==> src/rtl/mem_port_arbiter.sv <==
// Shares one backing-memory port between the icache and dcache miss paths.
// One transaction is outstanding at a time. Grants favour the dcache, but the
// icache is forced through after STARVE_LIMIT consecutive contested dcache wins.
//
// Handshake rule (all request channels): a transfer happens on a cycle where
// valid and ready are both high at the rising clock edge. The requester keeps
// valid and its fields stable until then. Dropping valid before ready simply
// withdraws the request. Response channels are one-cycle pulses with no
// back-pressure.
module mem_port_arbiter #(
  parameter int AW           = 32,
  parameter int DW           = 128,
  parameter int STARVE_LIMIT = 4
) (
  input  logic            clk,
  input  logic            reset,
  input  logic            ic_req_valid,
  output logic            ic_req_ready,
  input  logic [AW-1:0]   ic_req_addr,
  output logic            ic_resp_valid,
  output logic [DW-1:0]   ic_resp_data,
  input  logic            dc_req_valid,
  output logic            dc_req_ready,
  input  logic [AW-1:0]   dc_req_addr,
  input  logic            dc_req_we,
  input  logic [DW-1:0]   dc_req_wdata,
  input  logic [DW/8-1:0] dc_req_wmask,
  output logic            dc_resp_valid,
  output logic [DW-1:0]   dc_resp_data,
  output logic            mem_req_valid,
  input  logic            mem_req_ready,
  output logic [AW-1:0]   mem_req_addr,
  output logic            mem_req_we,
  output logic [DW-1:0]   mem_req_wdata,
  output logic [DW/8-1:0] mem_req_wmask,
  input  logic            mem_resp_valid,
  input  logic [DW-1:0]   mem_resp_data,
  output logic [1:0]      dbg_state
);

  localparam int            CW    = $clog2(STARVE_LIMIT + 1);
  localparam logic [CW-1:0] LIMIT = CW'(STARVE_LIMIT);

  typedef enum logic [1:0] {
    S_IDLE  = 2'd0,
    S_ISSUE = 2'd1,
    S_WAIT  = 2'd2,
    S_RESP  = 2'd3
  } state_t;

  state_t        state;
  state_t        state_nxt;
  logic [CW-1:0] starve_cnt;
  logic          owner_ic;
  logic          grant_ic;
  logic          ic_fire;
  logic          dc_fire;

  // icache wins when it is alone or when the dcache has starved it long enough
  assign grant_ic  = ic_req_valid && (!dc_req_valid || (starve_cnt == LIMIT));
  assign ic_fire   = ic_req_valid && ic_req_ready;
  assign dc_fire   = dc_req_valid && dc_req_ready;
  assign dbg_state = state;

  // State register
  always_ff @(posedge clk) begin
    if (!reset) begin
      state <= S_IDLE;
    end else begin
      state <= state_nxt;
    end
  end

  // Next-state: IDLE -> ISSUE -> WAIT -> RESP -> IDLE
  always_comb begin
    state_nxt = state;
    unique case (state)
      S_IDLE:  if (ic_fire || dc_fire) state_nxt = S_ISSUE;
      S_ISSUE: if (mem_req_ready)      state_nxt = S_WAIT;
      S_WAIT:  if (mem_resp_valid)     state_nxt = S_RESP;
      S_RESP:                          state_nxt = S_IDLE;
      default:                         state_nxt = S_IDLE;
    endcase
  end

  // Outputs: grants only in IDLE and never while reset is asserted
  always_comb begin
    ic_req_ready  = 1'b0;
    dc_req_ready  = 1'b0;
    mem_req_valid = 1'b0;
    ic_resp_valid = 1'b0;
    dc_resp_valid = 1'b0;
    unique case (state)
      S_IDLE: begin
        ic_req_ready = reset && grant_ic;
        dc_req_ready = reset && dc_req_valid && !grant_ic;
      end
      S_ISSUE: mem_req_valid = 1'b1;
      S_RESP: begin
        ic_resp_valid = owner_ic;
        dc_resp_valid = !owner_ic;
      end
      default: ;
    endcase
  end

  // Request latching, starvation counting and response capture
  always_ff @(posedge clk) begin
    if (!reset) begin
      starve_cnt    <= '0;
      owner_ic      <= 1'b0;
      mem_req_addr  <= '0;
      mem_req_we    <= 1'b0;
      mem_req_wdata <= '0;
      mem_req_wmask <= '0;
      ic_resp_data  <= '0;
      dc_resp_data  <= '0;
    end else begin
      if (ic_fire) begin
        owner_ic      <= 1'b1;
        mem_req_addr  <= ic_req_addr;
        mem_req_we    <= 1'b0;
        mem_req_wdata <= '0;
        mem_req_wmask <= '0;
        starve_cnt    <= '0;
      end else if (dc_fire) begin
        owner_ic      <= 1'b0;
        mem_req_addr  <= dc_req_addr;
        mem_req_we    <= dc_req_we;
        mem_req_wdata <= dc_req_wdata;
        mem_req_wmask <= dc_req_wmask;
        // Only a contested win counts toward icache starvation
        if (ic_req_valid && (starve_cnt != LIMIT)) begin
          starve_cnt <= starve_cnt + 1'b1;
        end
      end
      if ((state == S_WAIT) && mem_resp_valid) begin
        if (owner_ic) begin
          ic_resp_data <= mem_resp_data;
        end else begin
          dc_resp_data <= mem_resp_data;
        end
      end
    end
  end

endmodule
==> config.mk <==
export PLATFORM = sky130hd
export DESIGN_NAME = mem_port_arbiter
export DESIGN_NICKNAME = d
export VERILOG_FILES = /design/src/rtl/mem_port_arbiter.sv
export SDC_FILE = /design/constraint.sdc
export NUM_CORES = 1
export LEC_CHECK = 0
export ABC_AREA = 1
export CORE_AREA = 8 8 301 303
export CTS_BUF_LIST = sky130_fd_sc_hd__clkbuf_4 sky130_fd_sc_hd__clkbuf_8
export CTS_CLUSTER_DIAMETER = 40
export CTS_CLUSTER_SIZE = 14
export DETAILED_ROUTE_END_ITERATION = 12
export DIE_AREA = 0 0 309 311
export PLACE_DENSITY_LB_ADDON = 0.25
export SETUP_SLACK_MARGIN = 0.3
export SYNTH_ARGS = -nofsm -noshare
export SYNTH_HDL_FRONTEND = slang
export SYNTH_SLANG_ARGS = --single-unit
==> constraint.sdc <==
create_clock -name clk -period 3.9 [get_ports clk]
set_input_delay 0.585 -clock clk [delete_from_list [all_inputs] [get_ports clk]]
set_output_delay 0.585 -clock clk [all_outputs]
set_load 0.1 [all_outputs]
==> results_dict.tcl <==
set metrics [dict create \
    status "complete, no violations" \
    finClkSkew_ns 0.0249 \
    power_density_mw_per_mm2 637 \
    r2r-start "dbg_state[1]$_SDFFE_PN0P_" \
    vias 16400 \
    max_cap_viol_count 0 \
    grt.overflow.total 0 \
    max_slew_margin 0.203 \
    seq_power_share 0.304 \
    cp_top_family "buffers and inverters" \
    synth-seq-cells 439 \
    critPathMaxFanout 5 \
    startpoint "dbg_state[1]$_SDFFE_PN0P_" \
    cts_sinks 439 \
    fillers 9247 \
    grt_pass1_vias 16500 \
    cts_buffers 90 \
    crit_path_end_kind "primary output" \
    routed_wl_um 79200 \
    die-height_um 311 \
    tightest_slew_ns 1.19 \
    drive_gt1_frac 0.0758 \
    yosys-top-cells-area "dfxtp_1, nand2_1, a21oi_1" \
    combPwrFrac 0.369 \
    start_util 0.184 \
    post_cts_buffers 0 \
    reg2reg_slack_ns 1.44 \
    syn_to_final_growth_pct 69.7 \
    switching_share 0.431 \
    critical_path_class "reg -> out" \
    min_period_ns 3.04 \
    max_clock_freq_mhz 329 \
    worst-path-buf-inv 1 \
    worst_path_largest_cell_delay_ns 1.24 \
    io_pins 783 \
    drc 0 \
    hpwl_um 56000 \
    cp_cell_sequence "clkdlybuf4s50_1" \
    portBuffers 782 \
    multiInputGateArea_mm2 0.00623 \
    yosysWarnings 0 \
    yosysTopAreaCell "dfxtp_1" \
    p_int_mw 9.71 \
    cts_tree "yes" \
    finalWeightedCongestion 0.793 \
    critical_path_depth 1 \
    p_switching_mw 7.37 \
    syn_inst 2029 \
    synth_nets 2379 \
    drt-initial-drc-count 920 \
    cp_slowest_cell "clkdlybuf4s50_1" \
    syn_area_mm2 0.0158 \
    grt_max_degree 146 \
    grt_pass1_wl_um 114000 \
    cts.htree.levels 3 \
    finalHoldViolations 0 \
    synth.avg_cell_area_um2 7.79 \
    cp.required_ns 3.31 \
    yosys.area.top_type_share 0.556 \
    rr_worst_depth 9 \
    wire_per_inst_um 19.8 \
    setup_viol_count_final 0 \
    clockBufferDepth 3 \
    rows 108 \
    ys_types 21 \
    root_buffer "clkbuf_8" \
    track_usage 0.156 \
    hold_path_class "in -> reg" \
    seq_area_frac_synth 0.556 \
    worstSkewPairLatency_ns 0.71 \
    rsz0062_at_grt "false" \
    regToRegEndpoint "mem_req_wdata[76]$_SDFFE_PP0P_" \
    core-area_mm2 0.0859 \
    cts_resized 0 \
    seq_area_mm2 0.00879 \
    holdWs_ns 0.328 \
    arrival_ns 2.45 \
    max-vdd-ir-drop_v 0.000424 \
    slew_violations 0 \
    p_leak_nw 9.69 \
    dieWidth_um 309 \
    layout.nets 3114 \
    finalSetupTns_ns 0 \
    die_area_mm2 0.0961 \
    antenna_found_initial 16 \
    clkPwrFrac 0.327 \
    ant_nets 0 \
    crit_end "dbg_state[1]" \
    min_period_over_period 0.779 \
    cp-start-kind "register" \
    ctsHoldBuffers 0 \
    firstDrtPassIters 5 \
    vias_per_cell 4.10 \
    clk_pin_slew_worst_paths_ns 0.06 \
]
synthesized netlist by cell type (all sizes together):
cell and count:
and2 32, clkbuf 88, ha 7, nand2 501, o22ai 1, o211ai 1, dfxtp 439, nor2 263
inv 18, o21ai 128, buf 75, a21oi 278, nand3 198
routing by layer:
| metal | part of all wire | global-route usage |
|---|---|---|
| met1 | 0.39 | 0.172 |
| met2 | 0.46 | 0.254 |
| met3 | 0.12 | 0.0807 |
| met4 | 0.027 | 0.0600 |
| met5 | 0.0010 | 0 |
flip-flops by register name, indices dropped and copies added (netlist names):
| signal | count |
|---|---|
| dc_resp_data | 128 |
| ic_resp_data | 128 |
| mem_req_wdata | 128 |
| mem_req_addr | 32 |
| mem_req_wmask | 16 |
| starve_cnt | 3 |
| dbg_state | 2 |
| mem_req_we | 1 |
| owner_ic | 1 |
tightest hold or removal path, stage by stage:
cell     delay [ns]
buf_4          0.20
nand3_1        0.12
nor2_1         0.04
power groups by stage:
stage | registers, mW | clock network, mW | logic (mW)
3_3_place_gp | 5.28 | 0 | 6.36
4_1_cts | 5.20 | 5.79 | 6.37
5_1_grt | 5.25 | 6.00 | 6.60
6_report | 5.20 | 5.59 | 6.30
3_5_place_dp | 5.29 | 0 | 6.36
2_1_floorplan | 8.36 | 0 | 1.34
kinds of logic (layout without fill, tap and decap cells):
family	count (synthesis)	after routing	share of synthesized area
adder cells (fa/ha/maj)	7	7	0.00554
other	0	10	0
buffers and inverters	181	989	0.0512
AND/OR/NAND/NOR	994	994	0.258
flip-flops	439	439	0.556
AO/OA/AOI/OAI	408	408	0.129
worst min path at each step:
stage | depth (start not counted) | start | slack (ns) | end
after floorplan | 2 | starve_cnt[1]$_SDFFE_PP0P_ | 0.46 | starve_cnt[1]$_SDFFE_PP0P_
after global placement | 2 | ic_resp_data[101]$_SDFFE_PN0P_ | 0.45 | ic_resp_data[101]$_SDFFE_PN0P_
after detailed placement | 2 | ic_resp_data[22]$_SDFFE_PN0P_ | 0.45 | ic_resp_data[22]$_SDFFE_PN0P_
after CTS | 3 | reset | 0.24 | starve_cnt[2]$_SDFFE_PP0P_
after global routing | 3 | reset | 0.28 | owner_ic$_SDFFE_PN0P_
final | 3 | reset | 0.33 | starve_cnt[2]$_SDFFE_PP0P_
cell type report:
type	count	share of cell area
well taps	1155	0.0539
clock inverters	42	0.0186
repair buffers	806	0.304
flip-flops and latches	439	0.328
clock buffers	123	0.0599
diodes	10	0.000933
inverters	18	0.00289
multi-input cells	1409	0.232
through the flow:
step                 util  power [mW]  cells  area [um^2]  worst slack (ns)
global placement    0.287        11.6   3827        24700              1.31
global route        0.312        17.9   3996        26800             0.768
detailed placement  0.287        11.6   3827        24700              1.26
CTS                 0.312        17.4   3992        26800             0.745
floorplan               -        9.69   2029        15800             0.725
finish              0.312        17.1   4002        26800             0.863
cells in the final DEF, fill, tap and decap left out:
master           count
clkbuf_8           109
nor2_4               1
ha_1                 7
o21ai_0            126
clkinvlp_4           9
nor2_1             262
inv_4                4
diode_2             10
o22ai_1              1
nand3_2              1
buf_4               23
a21oi_1            278
inv_2                3
dfxtp_4              1
o21ai_1              2
buf_12              13
dfxtp_1            438
nand2_2              1
clkdlybuf4s50_1    770
and2_1              32
nand3_1            197
o211ai_1             1
clkbuf_4            14
clkinv_4             3
bufinv_16            9
nand2_4              3
inv_1               11
nand2_1            497
clkinv_2            13
inv_6                8
Note: power is estimated with default switching activity, not from simulation.
